## config.mk

```make
export PLATFORM = sky130hd
export DESIGN_NAME = pq_sched
export DESIGN_NICKNAME = d
export VERILOG_FILES = /design/src/rtl/pq_pkg.sv /design/src/rtl/pq_rr_arb.sv /design/src/rtl/pq_sched.sv
export SDC_FILE = /design/constraint.sdc
export NUM_CORES = 1
export LEC_CHECK = 0
export CORE_ASPECT_RATIO = 0.75
export CORE_MARGIN = 2
export CORE_UTILIZATION = 44
export CTS_BUF_LIST = sky130_fd_sc_hd__clkbuf_8 sky130_fd_sc_hd__clkbuf_16
export CTS_CLUSTER_SIZE = 30
export DETAILED_ROUTE_END_ITERATION = 8
export PLACE_DENSITY = 0.88
export REMOVE_ABC_BUFFERS = 1
export SLEW_MARGIN = 20
export SYNTH_ARGS = -nofsm -noshare
export SYNTH_HDL_FRONTEND = slang
export SYNTH_SLANG_ARGS = --single-unit
```

## constraint.sdc

```tcl
create_clock -name clk -period 3.6 [get_ports clk]
set_input_delay 0.72 -clock clk [delete_from_list [all_inputs] [get_ports clk]]
set_output_delay 0.72 -clock clk [all_outputs]
set_load 0.01 [all_outputs]
```

## src/rtl/pq_pkg.sv

```systemverilog
// Shared types for the hardware priority queue and the client scheduler in front of it.
package pq_pkg;

  localparam int KEY_W       = 8;
  localparam int VAL_W       = 8;
  localparam int PQ_CAPACITY = 8;
  // The queue returns the smallest key first.
  localparam bit MIN_PQ      = 1'b1;

  typedef struct packed {
    logic [KEY_W-1:0] key;
    logic [VAL_W-1:0] val;
  } kv_t;

  // All-ones key marks an empty slot, so it can never be stored.
  localparam logic [KEY_W-1:0] KEYINF   = '1;
  localparam kv_t              KV_EMPTY = '{key: KEYINF, val: '0};

  // Bit 0 drives the enqueue strobe and bit 1 the dequeue strobe; both together mean replace.
  typedef enum logic [1:0] {
    OP_NOP  = 2'b00,
    OP_ENQ  = 2'b01,
    OP_DEQ  = 2'b10,
    OP_REPL = 2'b11
  } pq_op_t;

  typedef enum logic [1:0] {
    S_IDLE  = 2'b00,
    S_ISSUE = 2'b01,
    S_WAIT  = 2'b10,
    S_RESP  = 2'b11
  } sched_state_t;

endpackage

```

## src/rtl/pq_rr_arb.sv

```systemverilog
// Combinational round-robin arbiter: picks the first requester at or after rr_ptr, wrapping.
module pq_rr_arb #(
  parameter  int NREQ = 4,
  localparam int IW   = $clog2(NREQ)
) (
  input  logic [NREQ-1:0] req,
  input  logic [IW-1:0]   rr_ptr,
  output logic            gnt_valid,
  output logic [IW-1:0]   gnt_idx
);

  logic [IW:0] w_slot;

  // Scan from the farthest offset down so the nearest requester to rr_ptr wins.
  always_comb begin
    gnt_valid = 1'b0;
    gnt_idx   = '0;
    w_slot    = '0;
    for (int k = NREQ - 1; k >= 0; k--) begin
      w_slot = {1'b0, rr_ptr} + (IW+1)'(k);
      if (w_slot >= (IW+1)'(NREQ)) begin
        w_slot = w_slot - (IW+1)'(NREQ);
      end
      if (req[w_slot[IW-1:0]]) begin
        gnt_valid = 1'b1;
        gnt_idx   = w_slot[IW-1:0];
      end
    end
  end

endmodule

```

## src/rtl/pq_sched.sv

```systemverilog
// Shares one priority queue between NREQ clients: round-robin grant, legality check
// against a local occupancy count, PQ strobe/busy sequencing and a registered response.
//
// state   | meaning
// --------+-------------------------------------------------------------
// S_IDLE  | arbitrate; legal grant -> S_ISSUE, illegal grant -> S_RESP
// S_ISSUE | PQ strobes high for this one cycle; pre-operation top sampled
// S_WAIT  | hold until pq_busy is low, then load the response
// S_RESP  | req_ack[g] high; count and rr_ptr advance on the way out
module pq_sched
  import pq_pkg::*;
#(
  parameter  int NREQ     = 4,
  parameter  int CAPACITY = PQ_CAPACITY,
  localparam int IW       = $clog2(NREQ),
  localparam int CW       = $clog2(CAPACITY + 1)
) (
  input  logic                  clk,
  input  logic                  rst_n,
  input  logic [NREQ-1:0]       req_valid,
  input  pq_op_t [NREQ-1:0]     req_op,
  input  kv_t [NREQ-1:0]        req_kv,
  output logic [NREQ-1:0]       req_ack,
  output kv_t                   rsp_kv,
  output logic                  rsp_err,
  output logic                  pq_enq,
  output logic                  pq_deq,
  output kv_t                   pq_kvi,
  input  kv_t                   pq_kvo,
  input  logic                  pq_busy,
  output logic [CW-1:0]         count,
  output logic                  sched_busy
);

  sched_state_t    r_state;
  sched_state_t    w_nxt_state;
  logic [IW-1:0]   r_rr_ptr;
  logic [IW-1:0]   r_gnt;
  pq_op_t          r_op;
  kv_t             r_top;
  logic [CW-1:0]   r_count;
  logic [NREQ-1:0] r_ack;
  kv_t             r_rsp_kv;
  logic            r_rsp_err;
  logic            r_pq_enq;
  logic            r_pq_deq;
  kv_t             r_pq_kvi;
  logic            r_sched_busy;

  logic            w_gnt_valid;
  logic [IW-1:0]   w_gnt_idx;
  pq_op_t          w_op;
  kv_t             w_kv;
  logic            w_illegal;
  logic            w_grant;

  pq_rr_arb #(.NREQ(NREQ)) u_arb (
    .req       (req_valid),
    .rr_ptr    (r_rr_ptr),
    .gnt_valid (w_gnt_valid),
    .gnt_idx   (w_gnt_idx)
  );

  assign w_op    = req_op[w_gnt_idx];
  assign w_kv    = req_kv[w_gnt_idx];
  assign w_grant = (r_state == S_IDLE) && w_gnt_valid;

  // Reject requests the queue cannot honour given the current occupancy.
  always_comb begin
    w_illegal = 1'b0;
    case (w_op)
      OP_NOP:  w_illegal = 1'b1;
      OP_ENQ:  w_illegal = (r_count == CW'(CAPACITY)) || (w_kv.key == KEYINF);
      OP_DEQ:  w_illegal = (r_count == '0);
      OP_REPL: w_illegal = (r_count == '0) || (w_kv.key == KEYINF);
      default: w_illegal = 1'b1;
    endcase
  end

  // Next-state logic.
  always_comb begin
    w_nxt_state = r_state;
    case (r_state)
      S_IDLE:  if (w_gnt_valid) w_nxt_state = w_illegal ? S_RESP : S_ISSUE;
      S_ISSUE: w_nxt_state = S_WAIT;
      S_WAIT:  if (!pq_busy) w_nxt_state = S_RESP;
      S_RESP:  w_nxt_state = S_IDLE;
      default: w_nxt_state = S_IDLE;
    endcase
  end

  // State register; sched_busy is registered from the next state so it tracks r_state.
  always_ff @(posedge clk or negedge rst_n) begin
    if (!rst_n) begin
      r_state      <= S_IDLE;
      r_sched_busy <= 1'b0;
    end else begin
      r_state      <= w_nxt_state;
      r_sched_busy <= (w_nxt_state != S_IDLE);
    end
  end

  // Latch the granted client and its op; the request lines may go away after the ack.
  always_ff @(posedge clk or negedge rst_n) begin
    if (!rst_n) begin
      r_gnt <= '0;
      r_op  <= OP_NOP;
    end else if (w_grant) begin
      r_gnt <= w_gnt_idx;
      r_op  <= w_op;
    end
  end

  // PQ strobes and input pair are high only in S_ISSUE.
  always_ff @(posedge clk or negedge rst_n) begin
    if (!rst_n) begin
      r_pq_enq <= 1'b0;
      r_pq_deq <= 1'b0;
      r_pq_kvi <= KV_EMPTY;
    end else begin
      r_pq_enq <= 1'b0;
      r_pq_deq <= 1'b0;
      r_pq_kvi <= KV_EMPTY;
      if (w_grant && !w_illegal) begin
        r_pq_enq <= (w_op == OP_ENQ) || (w_op == OP_REPL);
        r_pq_deq <= (w_op == OP_DEQ) || (w_op == OP_REPL);
        r_pq_kvi <= w_kv;
      end
    end
  end

  // The top seen during S_ISSUE is the pre-operation minimum returned by DEQ/REPL.
  always_ff @(posedge clk or negedge rst_n) begin
    if (!rst_n) begin
      r_top <= KV_EMPTY;
    end else if (r_state == S_ISSUE) begin
      r_top <= pq_kvo;
    end
  end

  // Response: ack pulse for one cycle; kv/err hold until the next response.
  always_ff @(posedge clk or negedge rst_n) begin
    if (!rst_n) begin
      r_ack     <= '0;
      r_rsp_kv  <= KV_EMPTY;
      r_rsp_err <= 1'b0;
    end else begin
      r_ack <= '0;
      if (w_grant && w_illegal) begin
        r_ack     <= NREQ'(1) << w_gnt_idx;
        r_rsp_kv  <= KV_EMPTY;
        r_rsp_err <= 1'b1;
      end else if ((r_state == S_WAIT) && !pq_busy) begin
        r_ack     <= NREQ'(1) << r_gnt;
        r_rsp_kv  <= (r_op == OP_ENQ) ? KV_EMPTY : r_top;
        r_rsp_err <= 1'b0;
      end
    end
  end

  // Occupancy and round-robin pointer advance as S_RESP completes.
  always_ff @(posedge clk or negedge rst_n) begin
    if (!rst_n) begin
      r_count  <= '0;
      r_rr_ptr <= '0;
    end else if (r_state == S_RESP) begin
      r_rr_ptr <= (r_gnt == IW'(NREQ - 1)) ? '0 : r_gnt + 1'b1;
      if (!r_rsp_err) begin
        if ((r_op == OP_ENQ) && (r_count != CW'(CAPACITY))) begin
          r_count <= r_count + 1'b1;
        end else if ((r_op == OP_DEQ) && (r_count != '0)) begin
          r_count <= r_count - 1'b1;
        end
      end
    end
  end

  assign req_ack    = r_ack;
  assign rsp_kv     = r_rsp_kv;
  assign rsp_err    = r_rsp_err;
  assign pq_enq     = r_pq_enq;
  assign pq_deq     = r_pq_deq;
  assign pq_kvi     = r_pq_kvi;
  assign count      = r_count;
  assign sched_busy = r_sched_busy;

endmodule

```

Yosys cells after proc, flatten, opt, wreduce, memory -nomap -nowiden:

Index checks and enable logic that the tools add are counted.

* $add $sub $neg: 10
* order comparisons: 9
* equal/unequal tests: 12
* shift-type cells: 2
* multiplexer cells: 42
* bitwise logic cells: 1
* reduce and logical (&&, ||, !) cells: 20

Operator list (count)
* $mux 16: 5
* $bmux 16 s2: 1
* $mux 2: 13
* $mux 4: 4
* $lt 2x3->1 const B: 5
* $eq 2x2->1 const B: 6
* $mux 1: 12
* $ge 3x3->1 const B: 3
* $bmux 1 s2: 4
* $eq 8x8->1 const B: 1
* $pmux 2 s4: 1
* $shl 1x2->4 const A: 2
* $sub 2x1->2 const B: 4
* $add 2x2->3 const B: 2
* $eq 2x1->1 const B: 3
* $logic_and 1x1->1: 6
* $reduce_bool 2->1: 3
* $add 4x1->4 const B: 1
* $bmux 2 s2: 1
* $eq 4x4->1 const B: 1
* $logic_not 2->1: 2
* $logic_not 4->1: 1
* $logic_or 1x1->1: 4
* $ne 4x4->1 const B: 1
* other kinds (9): 10

* register bits after elaboration: 68
* input bits: 95
* output and inout port bits: 44
* word-level logic and storage cells: 112

Logic depth before layout (Yosys ltp):

Gate-level depths: netlist (run 1).

* depth in word-level cells: 18
* gate-level depth with buffers: 12

Cells and area by module:

A second synthesis (run 1) with hierarchy kept.

* cells, all modules: 272
* area total of the unflattened synthesis: 3444.6 um^2

Modules (own cells, without submodules)
* pq_sched: times used 1, cells an instance 259, area each 3367.0 um^2, seq. area each 1731.7 um^2
* pq_rr_arb: times used 1, cells an instance 13, area each 77.6 um^2, seq. area each 0.0 um^2

Least setup slack after synthesis (run 1):

OpenSTA, ideal clock, no wires.

* path kind: input -> register
* start point: input port req_valid[2]
* end point: register r_ack[2], in the netlist req_ack[2]
* library setup time: 0.122 ns
* data arrival time: 3.004 ns
* required time: 3.478 ns
* slack: 0.474 ns
* cell stages on the path: 12
* path buffers: 3
* cell sequence: nor2b_2 -> a21boi_1 -> o32a_1 -> buf_6 -> buf_12 -> mux2i_1 -> mux2_4 -> nor4_4 -> nand3b_4 -> a21o_1 -> buf_6 -> a32o_1

* cells in the longest elaborated chain, start to end: 13
* elaborated cells between the ends (all ways): 32
* classes of those cells: 4 x eq/ne; 1 x shift; 22 x mux; 5 x reduce/logical

Ends and longest elaborated chain
* start, declared: line pq_sched.sv:20 `input logic [NREQ-1:0] req_valid,`
* $bmux 1 s2: line pq_rr_arb.sv:24 `if (req[w_slot[IW-1:0]]) begin`
* $mux 1 (not written as such): line pq_rr_arb.sv:24
* $mux 2 (4 in a row): line pq_rr_arb.sv:24
* $bmux 16 s2: line pq_sched.sv:65 `assign w_kv = req_kv[w_gnt_idx];`
* $mux 16 (not written as such): line pq_sched.sv:65
* $eq 8x8->1: line pq_sched.sv:73, pq_sched.sv:75
* $logic_or 1x1->1 (on tied branches): line pq_sched.sv:75, pq_sched.sv:73
* $pmux 1 s4: line pq_sched.sv:71 `case (w_op)`
* $logic_and 1x1->1: line pq_sched.sv:149 `if (w_grant && w_illegal) begin`
* $mux 4 (*): line pq_sched.sv:149
* end signal, assigned: line pq_sched.sv:150 `r_ack <= NREQ'(1) << w_gnt_idx;`
* end signal, assigned: line pq_sched.sv:154 `r_ack <= NREQ'(1) << r_gnt;`
* end, declared: line pq_sched.sv:42 `logic [NREQ-1:0] r_ack;`

Mark *: on every way between the ends. The rest lies on a longest branch, timed or not. The select of a mux whose other input is x is not followed.
A chain may end at the register's enable or synchronous reset.

Worst setup path after layout (run 1):

* start point: input port req_valid[2]
* end point: register r_state[1]

* cells in the longest elaborated chain, start to end: 14
* elaborated cells between the ends (all ways): 31
* classes of those cells: 4 x eq/ne; 24 x mux; 3 x reduce/logical

Ends and longest elaborated chain
* $bmux 1 s2: line pq_rr_arb.sv:24
* $mux 1 (not written as such): line pq_rr_arb.sv:24
* $mux 2 (4 in a row): line pq_rr_arb.sv:24
* $bmux 16 s2: line pq_sched.sv:65
* $mux 16 (not written as such): line pq_sched.sv:65
* $eq 8x8->1: line pq_sched.sv:73, pq_sched.sv:75
* $logic_or 1x1->1 (on tied branches): line pq_sched.sv:75, pq_sched.sv:73
* $pmux 1 s4: line pq_sched.sv:71
* $mux 2: line pq_sched.sv:84 `S_IDLE: if (w_gnt_valid) w_nxt_state = w_illegal ? S_RESP : S_ISSUE;`
* $mux 2 (*): line pq_sched.sv:84
* $pmux 2 s4 (*): line pq_sched.sv:83 `case (r_state)`
* named net w_nxt_state[1]: line pq_sched.sv:36 `sched_state_t w_nxt_state;`
* end signal, assigned: line pq_sched.sv:98 `r_state <= w_nxt_state;`
* end, declared: line pq_sched.sv:35 `sched_state_t r_state;`

Mark *: on every way through the listed nets, which the timed path passes. The rest lies on a longest branch. The select of a mux whose other input is x is not followed.

==> summary.txt, run 1 <==
Run status
  • Status: finished clean

Layout
  • Final Util: 66.9%
  • Area of the multi-input gates: 1640 sq um
  • Non-Filler Instances: 550
  • Final Cell Area: 5200 sq um
  • Nets@finish: 546
  • Fillers: 614
  • Layout cell share with drive strength beyond 1: 19.1%
  • FF/Latch Area: 1730 sq um
  • Area Overhead vs Synth: 49.0%
  • # diodes: 0

Placement
  • Dpl hpwl: 6730 microns
  • GP Congestion: 0.780
  • Placed cell count: 534
  • Pre-CTS WS: -0.0949 ns
  • IO Port Bufs: 138
  • DP Area: 4970 sq um

Critical path
  • Worst Setup End Kind: register
  • Worst path arrival time: 3.56 ns
  • Launching element type of the critical path: input pin
  • Kind of critical path: in2reg
  • Req. time, crit path: 3.81 ns
  • Source of the worst register-to-register timing path: r_rr_ptr[0]$_DFFE_PN0P_
  • Critical path launch point: req_valid[2]
  • Worst-path fanout max: 41

GRT
  • First-pass GRT wire length: 13700 microns
  • Largest net degree at the start of global routing: 47
  • Antenna violations before repair: 0
  • Grt ovf: 0
  • Vias in the first global route: 2839
  • GRT Overall Usage: 20.4%

Floorplan
  • Core Area: 7780 sq um
  • Die ar.: 8670 sq um
  • Chip Height: 81.2 microns
  • Die width: 107 microns
  • IO Count: 139
  • Row count: 28
  • Starting Density: 44.9%

CTS
  • Clock Pin Slew Worst Setup and Hold Paths: 0.07 ns
  • Setup Fix Bufs, Post-CTS: 0
  • Cts hold-fix bufs: 0
  • CTS tree: done
  • Clk_lat worst skew: 0.34 ns
  • Root Driver: clkbuf_8
  • CTS Buffer Depth: 2
  • PostCTS Resize Cnt: 0
  • Num CTS Buffers: 9
  • Sink Count: 68
  • H-tree levels: 3

STA
  • Slew headroom: 33.1%
  • Worst-margin pin slew: 1.00 ns
  • Finish-stage setup viols: 0
  • Clock Skew: 0.00739 ns
  • Final Max Tran Viols: 0
  • Fmax: 0.299 GHz
  • Crit share post-route: 93.0%
  • Min cycle time layout: 3.35 ns
  • Final WS setup: 0.252 ns
  • Final hold viol count: 0
  • Post-route setup TNS: 0 ns
  • RSZ-0062 raised after global routing: no

Power and ir drop
  • Cell area power density: 771 nW/um^2
  • Peak supply drop: 0.373 mV
  • Switching Share: 35.9%
  • Combinational power share: 48.8%
  • Sw power: 1440 uW
  • Sequential fraction of design power: 33.9%
  • Internal: 2570 uW
  • Leakage: 0.00218 uW
  • Clock power share: 17.2%

Logic synthesis
  • Syn Area/Cell: 11.7 sq um
  • YS warnings: 0
  • Seq cells post-synth: 68
  • Synth Instances: 299
  • Distinct cells, synth: 44
  • Synth Cell Area: 3490 sq um
  • Register area share after synthesis: 49.6%

Detailed routing
  • Routed vias: 2889
  • Vias per cell: 5.25
  • Iter 0 DRT Violations: 108
  • ANT nets after route: 0
  • First-pass DRT Iterations: 4
  • WL final: 8980 microns
  • Drt wl/cell: 16.3 microns
  • Drt drc: 0

Min path
  • Hold wc startpoint: r_top[2]$_DFFE_PN0N_
  • Hold Path Class: reg2reg

Job
  • Max Cap Viol: 0
per-stage QoR:
stage          power, uW  hold WS (ns)
3_3_place_gp        3230         0.486
3_5_place_dp        3330         0.496
6_report            4010         0.512
5_1_grt             4250         0.524
4_1_cts             4040         0.513
2_1_floorplan       2510         0.424
cell usage in the layout, fill, tap and decap left out, types with 10 or more instances in the layout:
cell type and instances:
clkdlybuf4s50_1 137, dfstp_2 24, clkbuf_8 11, nor2_1 18, nand2_1 31, dfrtp_1 44, mux2i_1 27, ha_1 10
nor2b_1 13, mux2_2 26, a211oi_1 17, o22ai_1 10
cells by family (layout without fill, tap and decap cells):
family,Yosys count,after routing,share of synthesized area [%]
simple gates,75,75,11.3
flops,68,68,49.6
compound gates,63,63,13.0
mux,56,56,17.3
buf+inv,21,167,3.44
fa+ha+maj,11,11,4.16
xor+xnor,5,5,1.25
routing by layer:
metal	wire (microns)	vias up	track usage (%)	part of all wire, %
li1	-	1368	-	-
met1	3850	1420	26.0	43
met2	4510	88	34.6	50
met3	471	13	4.90	5.2
met4	138	0	6.62	1.5
met5	0	-	0	0
cell usage after synthesis:
cell type | count | area share [%]
dfstp_2 | 24 | 18
nor4_1 | 3 | 0.54
mux2_4 | 2 | 0.86
nand3b_4 | 1 | 0.57
a21boi_1 | 1 | 0.22
buf_1 | 1 | 0.11
xor2_1 | 2 | 0.50
ha_1 | 10 | 3.6
o31ai_1 | 1 | 0.22
a21oi_2 | 1 | 0.25
a21oi_1 | 6 | 0.86
mux2_1 | 1 | 0.32
nor3_1 | 1 | 0.14
a211oi_1 | 17 | 3.7
o32a_1 | 1 | 0.29
inv_1 | 5 | 0.54
o22ai_1 | 10 | 1.8
xnor2_1 | 3 | 0.75
buf_2 | 2 | 0.29
o221ai_1 | 1 | 0.25
nand3b_1 | 1 | 0.22
a22oi_1 | 8 | 1.7
nor2b_1 | 13 | 2.3
fa_1 | 1 | 0.57
nand2b_1 | 3 | 0.54
a32o_1 | 3 | 0.86
buf_12 | 1 | 0.57
mux2_2 | 26 | 8.4
buf_6 | 3 | 0.97
o21ai_1 | 1 | 0.14
o21ai_0 | 5 | 0.72
a211o_1 | 1 | 0.25
nor4_4 | 2 | 1.2
nand2_1 | 31 | 3.3
a21o_1 | 4 | 0.86
and2_1 | 1 | 0.18
nor2b_2 | 1 | 0.25
a22oi_2 | 1 | 0.36
mux2i_1 | 27 | 7.7
a221oi_1 | 1 | 0.25
nor2_1 | 18 | 1.9
clkbuf_1 | 9 | 0.97
o221a_2 | 1 | 0.32
dfrtp_1 | 44 | 32
worst paths after layout:
check	endpoint	slack, ns	cells after the start
worst max-delay path	r_state[1]$_DFF_PN0_	0.25	11
worst min-delay path	r_top[2]$_DFFE_PN0N_	0.51	1
worst max register to register	r_state[1]$_DFF_PN0_	0.85	9
worst min register to register	r_top[2]$_DFFE_PN0N_	0.51	1
max in group asynchronous	rsp_kv[8]$_DFFE_PN1P_	2.22	2
min in group asynchronous	rsp_kv[6]$_DFFE_PN0P_	0.55	1
critical path, cell delays in order:
cell	delay, ns
clkdlybuf4s50_1	0.44
nor2b_2	0.17
a21boi_1	0.12
o32a_2	0.40
buf_12	0.20
mux2i_1	0.14
mux2_2	0.32
xnor2_1	0.19
a221oi_1	0.35
and2_1	0.39
nor2_1	0.09
flip-flops by register name, summed over array words and instances, names as in the netlist:
name	count
pq_kvi	16
r_top	16
rsp_kv	16
count	4
req_ack	4
r_gnt	2
r_op	2
r_rr_ptr	2
r_state	2
pq_deq	1
pq_enq	1
rsp_err	1
sched_busy	1
power by group through the flow:
stage | clock network [uW] | registers (uW) | logic (uW)
2_1_floorplan | 0 | 1420 | 1090
3_5_place_dp | 0 | 1370 | 1960
3_3_place_gp | 0 | 1350 | 1880
5_1_grt | 734 | 1400 | 2120
6_report | 692 | 1360 | 1960
4_1_cts | 703 | 1360 | 1970
cell type report:
class,count,area share (%)
tap,105,2.53
timing repair buffer,146,27.8
clock buffer,12,3.39
sequential,68,33.3
multi-input combinational,210,31.6
clock inverter,4,1.03
inverter,5,0.361
No activity file was read; power rests on OpenSTA's default activity.
==> run 2, diff against run 1 <==
Settings changed: ABC_AREA from default to 1, ABC_CLOCK_PERIOD_IN_PS from default to 3600, GPL_ROUTABILITY_DRIVEN from default to 0, PLACE_DENSITY 0.88 to 0.87.
==> run 2 against run 1 <==
- worst hold slack better by 0.019 ns
- critical path depth rose by 8
- worst setup slack improved by 0.20 ns
- total power increased by 27%
- register-to-register slack worse by 0.16 ns
- core utilization increased by 0.27 points
- final cell count increased by 25%
- clock skew decreased by 0.0016 ns
- maximum frequency increased by 6.4%
- via count is 20% higher
- non-clock buffer count grew 3
- first-iteration DRC count up 54%
- critical path type unchanged
- highest routed layer unchanged
==> summary.txt, run 2 <==
STA
  • Finish-stage setup viols: 0
  • Min cycle time layout: 3.15 ns
  • Clock Skew: 0.00583 ns
  • RSZ-0062 raised after global routing: no
  • Final hold viol count: 0
  • Worst-margin pin slew: 0.924 ns
  • Fmax: 0.318 GHz
  • Final Max Tran Viols: 0
  • Crit share post-route: 87.4%
  • Post-route setup TNS: 0 ns
  • Slew headroom: 38.2%
  • Hold_ws: 0.531 ns

Logic synthesis
  • Synth top cells by count: 93 x nand2_1, 48 x inv_1, 44 x dfrtp_1, 43 x nor2_1, 26 x nand3_1
  • Synth Area in Adders: 3.99%
  • Synth Flop Type: dfrtp_1
  • Seq cells post-synth: 68
  • Register area share after synthesis: 47.6%
  • Synth Area in Compound Gates: 12.6%
  • Area leader, netlist: dfrtp_1
  • Area contributors post-synth: dfrtp_1 30%, dfstp_2 17%, nand2_1 9.6%
  • Most frequent cell after synthesis: nand2_1
  • Post-synth EDFFs: 0
  • Xor and xnor fraction of the mapped netlist area: 0.963%
  • Main combinational cell family by area after synthesis: simple AND/OR/NAND/NOR gates
  • Distinct cells, synth: 35
  • YS warnings: 0
  • Synth Cell Area: 3640 sq um
  • Post-Synth Simple-Gate Area: 23.7%
  • Synth Instances: 433
  • Share of the synthesized area in the top cell type: 30.3%
  • Mux contribution to synthesized area: 2.79%
  • Syn Area/Cell: 8.40 sq um
  • Ys async rst share: 100%

Floorplan
  • Die width: 109 microns
  • Die ar.: 9020 sq um
  • Starting Density: 45.7%
  • Chip Height: 82.7 microns
  • Row count: 28
  • IO Count: 139
  • Core Area: 7950 sq um

Layout
  • # diodes: 0
  • Layout cell share with drive strength beyond 1: 14.1%
  • Non-Filler Instances: 685
  • Fillers: 650
  • Commonest cells after routing, fill and taps aside: 137 x clkdlybuf4s50_1, 93 x nand2_1, 49 x inv_1
  • Commonest non-fill, non-tap cell in the layout: clkdlybuf4s50_1
  • Nets@finish: 681
  • Area Overhead vs Synth: 46.9%
  • Final Cell Area: 5340 sq um

Placement
  • IO Port Bufs: 138
  • Dpl hpwl: 7600 microns
  • DP Area: 5120 sq um
  • Placed cell count: 669

Detailed routing
  • Drt drc: 0
  • Vias per cell: 5.05
  • ANT nets after route: 0
  • WL final: 10200 microns
  • Routed vias: 3459
  • First-pass DRT Iterations: 4
  • Iter 0 DRT Violations: 166
  • Drt wl/cell: 14.8 microns

Critical path
  • Reg2reg end: req_ack[1]$_DFF_PN0_
  • Launching element type of the critical path: input pin
  • Critical path launch point: req_valid[3]
  • R2R Setup Slk: 0.69 ns
  • Crit-path cells: clkdlybuf4s50_1, inv_1, nand2_1, nand3_1, nand3_1, nand2_1, a21oi_4, buf_4, nand3_1, nor2_1, nor2_1, nand2_1, inv_1, nand2_1, nand2_1, nand2_2, nand2_2, nand2_1, nand2_1
  • Source of the worst register-to-register timing path: r_rr_ptr[0]$_DFFE_PN0P_
  • Req. time, crit path: 3.83 ns
  • Worst Setup End Kind: register
  • Most used cell, CP: nand2_1
  • Worst-path fanout max: 14
  • Kind of critical path: in2reg
  • CP Capture Point: req_ack[1]$_DFF_PN0_
  • Crit-path max cell delay: 0.48 ns
  • R2r worst-path depth: 20
  • CP max stage cell: clkdlybuf4s50_1
  • Worst path arrival time: 3.37 ns

CTS
  • Sink Count: 68
  • Root Driver: clkbuf_8
  • Setup Fix Bufs, Post-CTS: 0
  • H-tree levels: 3
  • Clk_lat worst skew: 0.34 ns
  • Num CTS Buffers: 9
  • CTS Buffer Depth: 2
  • Cts hold-fix bufs: 0
  • Clock Pin Slew Worst Setup and Hold Paths: 0.07 ns
  • PostCTS Resize Cnt: 0
  • CTS tree: done

Job
  • Max Cap Viol: 0

GRT
  • First-pass GRT wire length: 15400 microns
  • Vias in the first global route: 3270
  • Grt ovf: 0
  • Antenna violations before repair: 0
  • GRT Overall Usage: 22.4%
  • Largest net degree at the start of global routing: 69

Power and ir drop
  • Combinational power share: 59.9%
  • Peak supply drop: 0.481 mV
  • Sequential fraction of design power: 27.1%
  • Sw power: 2260 uW
  • Switching Share: 44.3%
  • Clock power share: 12.9%
  • Internal: 2840 uW
  • Leakage: 0.00246 uW
  • Cell area power density: 954 nW/um^2

Min path
  • Hold Path Class: reg2reg

Run status
  • Status: finished clean
run 2: cell type report:
class	instances	area, sq um	area share (%)
clock buffer	12	165	3.09
clock inverter	4	48.8	0.914
inverter	53	199	3.72
multi-input combinational	294	1610	30.1
sequential	68	1730	32.4
tap	105	131	2.46
timing repair buffer	149	1460	27.3
run 2: cell families (layout without fill, tap and decap cells):
group	after synthesis	in the layout
AO/OA/AOI/OAI	75	75
XOR/XNOR	4	4
adder cells (fa/ha/maj)	11	11
buffers and inverters	71	218
flip-flops	68	68
multiplexers	9	9
AND/OR/NAND/NOR	195	195
run 2: power by group through the flow:
stage	Clock, uW	Combinational (uW)	Sequential, uW
2_1_floorplan	0	1750	1450
3_3_place_gp	0	2930	1380
3_5_place_dp	0	3040	1390
4_1_cts	665	3050	1380
5_1_grt	706	3390	1420
6_report	660	3050	1380
run 2: metrics by stage:
| step | util (%) | power (uW) | worst slack (ns) |
|---|---|---|---|
| finish | 67.2 | 5100 | 0.454 |
| global route | 67.2 | 5510 | 0.247 |
| CTS | 67.1 | 5100 | 0.536 |
| detailed placement | 64.4 | 4430 | 0.189 |
| global placement | 64.4 | 4310 | 0.350 |
| floorplan | - | 3200 | 0.535 |
run 2: worst min-delay path by stage:
stage                               from              endpoint  cells past startpoint
floorplan                          rst_n  count[0]$_DFFE_PN0P_                      0
CTS                 r_top[6]$_DFFE_PN0N_  r_top[6]$_DFFE_PN0N_                      2
global placement    r_top[1]$_DFFE_PN0N_  r_top[1]$_DFFE_PN0N_                      2
finish              r_top[6]$_DFFE_PN0N_  r_top[6]$_DFFE_PN0N_                      2
global route        count[3]$_DFFE_PN0P_  count[3]$_DFFE_PN0P_                      1
detailed placement  r_top[6]$_DFFE_PN0N_  r_top[6]$_DFFE_PN0N_                      2
run 2: routing by layer:
| layer | part of all wire [%] | up-vias | GRT usage [%] |
|---|---|---|---|
| met1 | 43 | 1634 | 28.2 |
| met2 | 48 | 121 | 37.8 |
| met5 | 0 | - | 0 |
| li1 | - | 1692 | - |
| met4 | 1.2 | 0 | 6.92 |
| met3 | 7.8 | 12 | 6.04 |
run 2: critical path: cells and delay by family:
kind / cells / cell delay (ns)
buffers and inverters: 4 / 0.82
and+or+nand+nor: 14 / 1.61
AOI/OAI and AO/OA: 1 / 0.21
==> RTL change 1 (flow settings as in run 1) <==
Set the package constant `PQ_CAPACITY` to 4 (it was 8).
--- a/src/rtl/pq_pkg.sv
+++ b/src/rtl/pq_pkg.sv
@@ -4,5 +4,5 @@
   localparam int KEY_W       = 8;
   localparam int VAL_W       = 8;
-  localparam int PQ_CAPACITY = 8;
+  localparam int PQ_CAPACITY = 4;
   // The queue returns the smallest key first.
   localparam bit MIN_PQ      = 1'b1;
Interface: changed (resized count); port bits go from 139 to 138. No check against the original RTL was run, so the function may have changed too.
==> RTL change 1 against run 1 <==
Sequential cell count fell by 1. Final cell count rose by 1.5%. Area after synthesis fell by 2.0%. Setup slack got worse by 0.025 ns. Power fell by 1.1%. Critical path depth did not move. Design area fell by 2.4%. Routed wire length fell by 0.79%. Combinational power rose by 4%. Largest power group unchanged.
==> RTL change 1: results (changes against run 1) <==
Parameter                              Value

Clock network
  Clock Tree Root    sky130_fd_sc_hd__clkbuf_8 (unchanged)
  Clk Latency, worst-skew pair    0.33 ns
  Buffer count from post-CTS setup fixing    0 (unchanged)
  Clock buffer count from CTS    9 (unchanged)
  Maximum count of clock buffers along a single path    2 (unchanged)

GRT
  Initial antenna violation count    0 (unchanged)
  Maximum number of pins on one net before global-route repair    39 (was 47)
  Total global-route track usage    22.03% (was 20.40%)
  Global-route wire length before repair    14,480 um (was 13,720 um)
  Number of global-route vias before repair    3,078 (was 2,839)

Placed design
  Port-buffer cells    137 (was 138)
  RePlAce Congestion    0.8287 (was 0.7804)
  Worst slack at placement    -0.1003 ns (was -0.09492 ns)
  Post-placement cell count    542 (was 534)
  Post-DP HPWL    6813 um (was 6734 um)

Layout
  Share of post-route cells with drive strength above 1    18.82% (was 19.10%)
  Fillcell total    590 (was 614)
  Final instance count without filler cells    558 (was 550)

Synth
  Post-synth top cells    sky130_fd_sc_hd__nand2_1, sky130_fd_sc_hd__dfrtp_1, sky130_fd_sc_hd__dfstp_2 (was sky130_fd_sc_hd__dfrtp_1, sky130_fd_sc_hd__nand2_1, sky130_fd_sc_hd__mux2i_1)
  Share of synthesized registers carrying an async set or reset    100.0% (unchanged)
  Cell count after synthesis    312 (was 299)
  Synth top area cells    sky130_fd_sc_hd__dfrtp_1, sky130_fd_sc_hd__dfstp_2, sky130_fd_sc_hd__mux2_2 (unchanged)
  Distinct cell type count after synthesis    42 (was 44)
  Fraction of the yosys area taken by sequential cells    49.87% (was 49.59%)
  Count of synthesis-stage warnings from yosys    0 (unchanged)

Route
  Length of the first detailed-routing pass in iterations    4 (unchanged)
  DRT Wirelength    8904 um (was 8975 um)
  Via density    5.224 (was 5.253)
  Count of routing violations after the opening detailed-route iteration    79 (was 108)

Power and ir drop
  VDD IR-drop max    0.3685 mV (was 0.3732 mV)
  Leakage dissipation    2.105 nW (was 2.182 nW)

STA
  Hold violation total from the final report    0 (unchanged)
  Measured slew at the worst slew-check pin    0.7984 ns (was 1.003 ns)
  Post-Route Skew    0.005853 ns (was 0.007391 ns)

Setup path
  CP max FO    15 (was 41)
  Slowest cell on crit path    sky130_fd_sc_hd__clkdlybuf4s50_1 (unchanged)
  Largest stage delay on the critical path    0.46 ns (was 0.44 ns)
  Crit path max-delay family    compound AO/OA/AOI/OAI gates (unchanged)
  CP arrival    3.62 ns (was 3.56 ns)

Run status
  Status    finished clean (unchanged)

Min path
  Worst hold path type    in -> async (was reg -> reg)
==> RTL change 1: logic make-up (layout without fill, tap and decap cells) <==
group                    Yosys count  after routing  synth area share, %
AO/OA/AOI/OAI                     67             67                16.05
flip-flops                        67             67                49.87
AND/OR/NAND/NOR                  106            106                14.81
XOR/XNOR                           3              3               0.7680
adder cells (fa/ha/maj)            9              9                3.510
buffers and inverters             25            170                3.912
multiplexers                      35             35                11.08
==> RTL change 1: where the power goes <==
part / internal [mW] / total (mW) / switching (mW)
clock network: 0.307 / 0.566 / 0.258
logic: 1.04 / 2.03 / 0.996
registers: 1.16 / 1.37 / 0.206
total: 2.51 / 3.97 / 1.46
==> RTL change 1: path summary, 6_finish.rpt <==
kind                              start    endpoint  slack [ns]  cells past startpoint
max in group asynchronous         rst_n   pq_kvi[9]        2.18                      2
hold reg to reg                 r_op[1]     r_op[1]        0.51                      2
min in group clk                r_op[1]     r_op[1]        0.51                      2
setup / recovery           req_valid[1]  req_ack[0]        0.23                     11
hold / removal                    rst_n    r_top[7]        0.47                      1
setup reg to reg            r_rr_ptr[0]  req_ack[0]        0.73                     10
==> RTL change 1: layer usage <==
layer	vias up	global-route usage, %	wire, um
li1	1385	-	-
met1	1418	23.85	3494
met2	98	42.06	4766
met3	14	5.763	481
met4	0	7.368	162
met5	-	0	0
==> RTL change 1: cell type report <==
type,instances,share of cell area (%)
flip-flops and latches,67,33.61
multi-input cells,220,31.30
repair buffers,146,28.49
well taps,101,2.489
clock buffers,9,2.440
clock inverters,7,1.084
inverters,8,0.5914
==> RTL change 1: metrics by stage <==
step / area (um2) / TNS (ns)
floorplan: 3318 / -16.83
global placement: 4898 / 0
detailed placement: 4898 / -0.3973
CTS: 5077 / 0
global route: 5077 / 0
finish: 5077 / 0
==> RTL change 2 (settings of run 1) <==
Made on the original files. Encoding of `sched_state_t`: now one-hot (4 bits for 4 states).
--- a/src/rtl/pq_pkg.sv
+++ b/src/rtl/pq_pkg.sv
@@ -25,9 +25,9 @@
   } pq_op_t;
 
-  typedef enum logic [1:0] {
-    S_IDLE  = 2'b00,
-    S_ISSUE = 2'b01,
-    S_WAIT  = 2'b10,
-    S_RESP  = 2'b11
+  typedef enum logic [3:0] {
+    S_IDLE  = 4'b0001,
+    S_ISSUE = 4'b0010,
+    S_WAIT  = 4'b0100,
+    S_RESP  = 4'b1000
   } sched_state_t;
 
Check against the original RTL: same outputs for any inputs over 10 cycles, from zero or initial values and one cycle with rst_n low; not proved beyond that.
==> RTL change 2 against run 1 <==
Critical path depth fell by 1. Setup slack improved by 0.11 ns. Largest power group unchanged. Count of clock-buffer cells in the layout down 1. Power shrank 4.5%. First-iteration DRC count up 40%. Design area up 2.9%. Non-clock buffer count shrank 2. Sequential share of layout area barely moved. Area after synthesis increased by 3.5%. Sequential cell count is 2 higher. Clock skew fell by 0.0013 ns. Routed wire length is 0.58% higher.
==> RTL change 2: results (changes against run 1) <==
Parameter                              Value

Synth
  Avg Cell Area, Syn    11.47 um2 (was 11.68 um2)
  Post-synth top cells    sky130_fd_sc_hd__dfrtp_1, sky130_fd_sc_hd__mux2_2, sky130_fd_sc_hd__mux2i_1 (was sky130_fd_sc_hd__dfrtp_1, sky130_fd_sc_hd__nand2_1, sky130_fd_sc_hd__mux2i_1)
  Fraction of the yosys area taken by sequential cells    49.34% (was 49.59%)
  Synth top area cells    sky130_fd_sc_hd__dfrtp_1, sky130_fd_sc_hd__dfstp_2, sky130_fd_sc_hd__mux2_2 (unchanged)
  Ys flop type    sky130_fd_sc_hd__dfrtp_1 (unchanged)
  Share of synthesized registers carrying an async set or reset    100.0% (unchanged)
  Distinct cell type count after synthesis    47 (was 44)

Route
  Count of routing violations after the opening detailed-route iteration    151 (was 108)
  Total length of routed met2 wires    4372 um (was 4514 um)
  Met3 wirelength from detailed routing    567 um (was 471 um)
  DRT Wirelength    9027 um (was 8975 um)
  Highest routed layer    met4 (unchanged)
  DRT met1 WL    3961 um (was 3851 um)
  Via count of the routed design    2,858 (was 2,889)
  Mean routed wirelength per cell    16.03 um (was 16.32 um)

Placed design
  Worst slack at placement    0.04042 ns (was -0.09492 ns)
  Port-buffer cells    138 (unchanged)
  Post-DP HPWL    6679 um (was 6734 um)
  Area after DPL    0.005100 mm2 (was 0.004972 mm2)
  Post-placement cell count    547 (was 534)
  RePlAce Congestion    0.8604 (was 0.7804)

GRT
  Maximum number of pins on one net before global-route repair    71 (was 47)
  Initial antenna violation count    0 (unchanged)
  Total global-route track usage    21.47% (was 20.40%)
  Global-route wire length before repair    14,630 um (was 13,720 um)

Setup path
  CP max FO    22 (was 41)
  Worst r2r src    r_rr_ptr[1] (was r_rr_ptr[0])
  CP arrival    3.50 ns (was 3.56 ns)
  Beginning of the critical path    req_valid[0] (was req_valid[2])

Run status
  Status    finished clean (unchanged)

Layout
  Fillcell total    612 (was 614)
  Antenna diode instance count    0 (unchanged)
  Final #Nets    555 (was 546)
  Share of post-route cells with drive strength above 1    20.96% (was 19.10%)

STA
  Post-Route Skew    0.006129 ns (was 0.007391 ns)
  Remaining max-slew budget at the tightest pin    41.92% (was 33.11%)

Clock network
  H-tree depth    3 (unchanged)
  Count of instances resized after the clock tree is built    0 (unchanged)
  Clock-pin slew on the worst setup and hold paths    0.07 ns (about the same)
  Clock buffer count from CTS    9 (unchanged)
  Clk Latency, worst-skew pair    0.35 ns

Power and ir drop
  Leakage dissipation    2.240 nW (was 2.182 nW)
  VDD IR-drop max    0.4493 mV (was 0.3732 mV)

Min path
  Worst hold path type    in -> async (was reg -> reg)
[RTL change 2: changes by cell type after synthesis, sizes merged, moves of 5 or more]
cell | run 1 | this run
a22oi | 9 | 0
a21oi | 7 | 16
o22ai | 10 | 1
nand2 | 31 | 26
a211oi | 17 | 9
nor3 | 1 | 14
mux2 | 29 | 36
o21bai | 0 | 8
nand3 | 0 | 9
nor2b | 14 | 2
nor2 | 18 | 26
[RTL change 2: where the power goes]
group / switching (mW) / internal, mW
clock network: 0.286 / 0.493
logic: 0.823 / 0.895
registers: 0.195 / 1.14
total: 1.30 / 2.53
[RTL change 2: per-stage QoR]
step	power (mW)	setup TNS, ns	hold WS (ns)
floorplan	2.340	-17.04	0.4244
finish	3.831	0	0.4892
detailed placement	3.067	0	0.5019
global placement	2.994	0	0.4968
CTS	3.855	0	0.5197
global route	4.093	0	0.5458
[RTL change 2: cell type report]
type	count	area (um2)	share of cell area (%)
inverters	7	26.28	0.4907
clock buffers	11	151.4	2.827
flip-flops and latches	70	1783	33.29
multi-input cells	221	1717	32.06
well taps	105	131.4	2.453
clock inverters	5	97.59	1.822
repair buffers	144	1449	27.06
[RTL change 2: metal layers]
metal / up-vias / global-route usage [%]
met4: 0 / 7.308
li1: 1382 / -
met2: 94 / 34.81
met5: - / 0
met3: 12 / 7.143
met1: 1370 / 27.25
[RTL change 2: worst max-delay path: stages]
cell	delay [ns]
sky130_fd_sc_hd__clkdlybuf4s50_1	0.55
sky130_fd_sc_hd__a21oi_1	0.10
sky130_fd_sc_hd__o21a_1	0.21
sky130_fd_sc_hd__o22ai_4	0.18
sky130_fd_sc_hd__buf_12	0.20
sky130_fd_sc_hd__mux2_2	0.38
sky130_fd_sc_hd__nor4_4	0.35
sky130_fd_sc_hd__nand3_4	0.17
sky130_fd_sc_hd__a21oi_4	0.44
sky130_fd_sc_hd__o21bai_1	0.20
[RTL change 2: kinds of logic after synthesis]
kind of cell	Yosys count	share of synthesized area (%)
flip-flops	70	49.34
AND/OR/NAND/NOR	97	14.47
AO/OA/AOI/OAI	47	9.141
XOR/XNOR	4	0.9697
buffers and inverters	24	3.809
adder cells (fa/ha/maj)	7	2.632
multiplexers	66	19.63
[RTL change 2: worst paths after layout]
path	end	slack [ns]	depth (start not counted)
setup / recovery	rsp_kv[13]	0.36	10
hold / removal	req_ack[1]	0.49	1
setup reg to reg	rsp_kv[13]	0.64	10
hold reg to reg	r_top[1]	0.51	1
max in group asynchronous	r_top[6]	2.55	1
min in group clk	r_top[1]	0.51	1
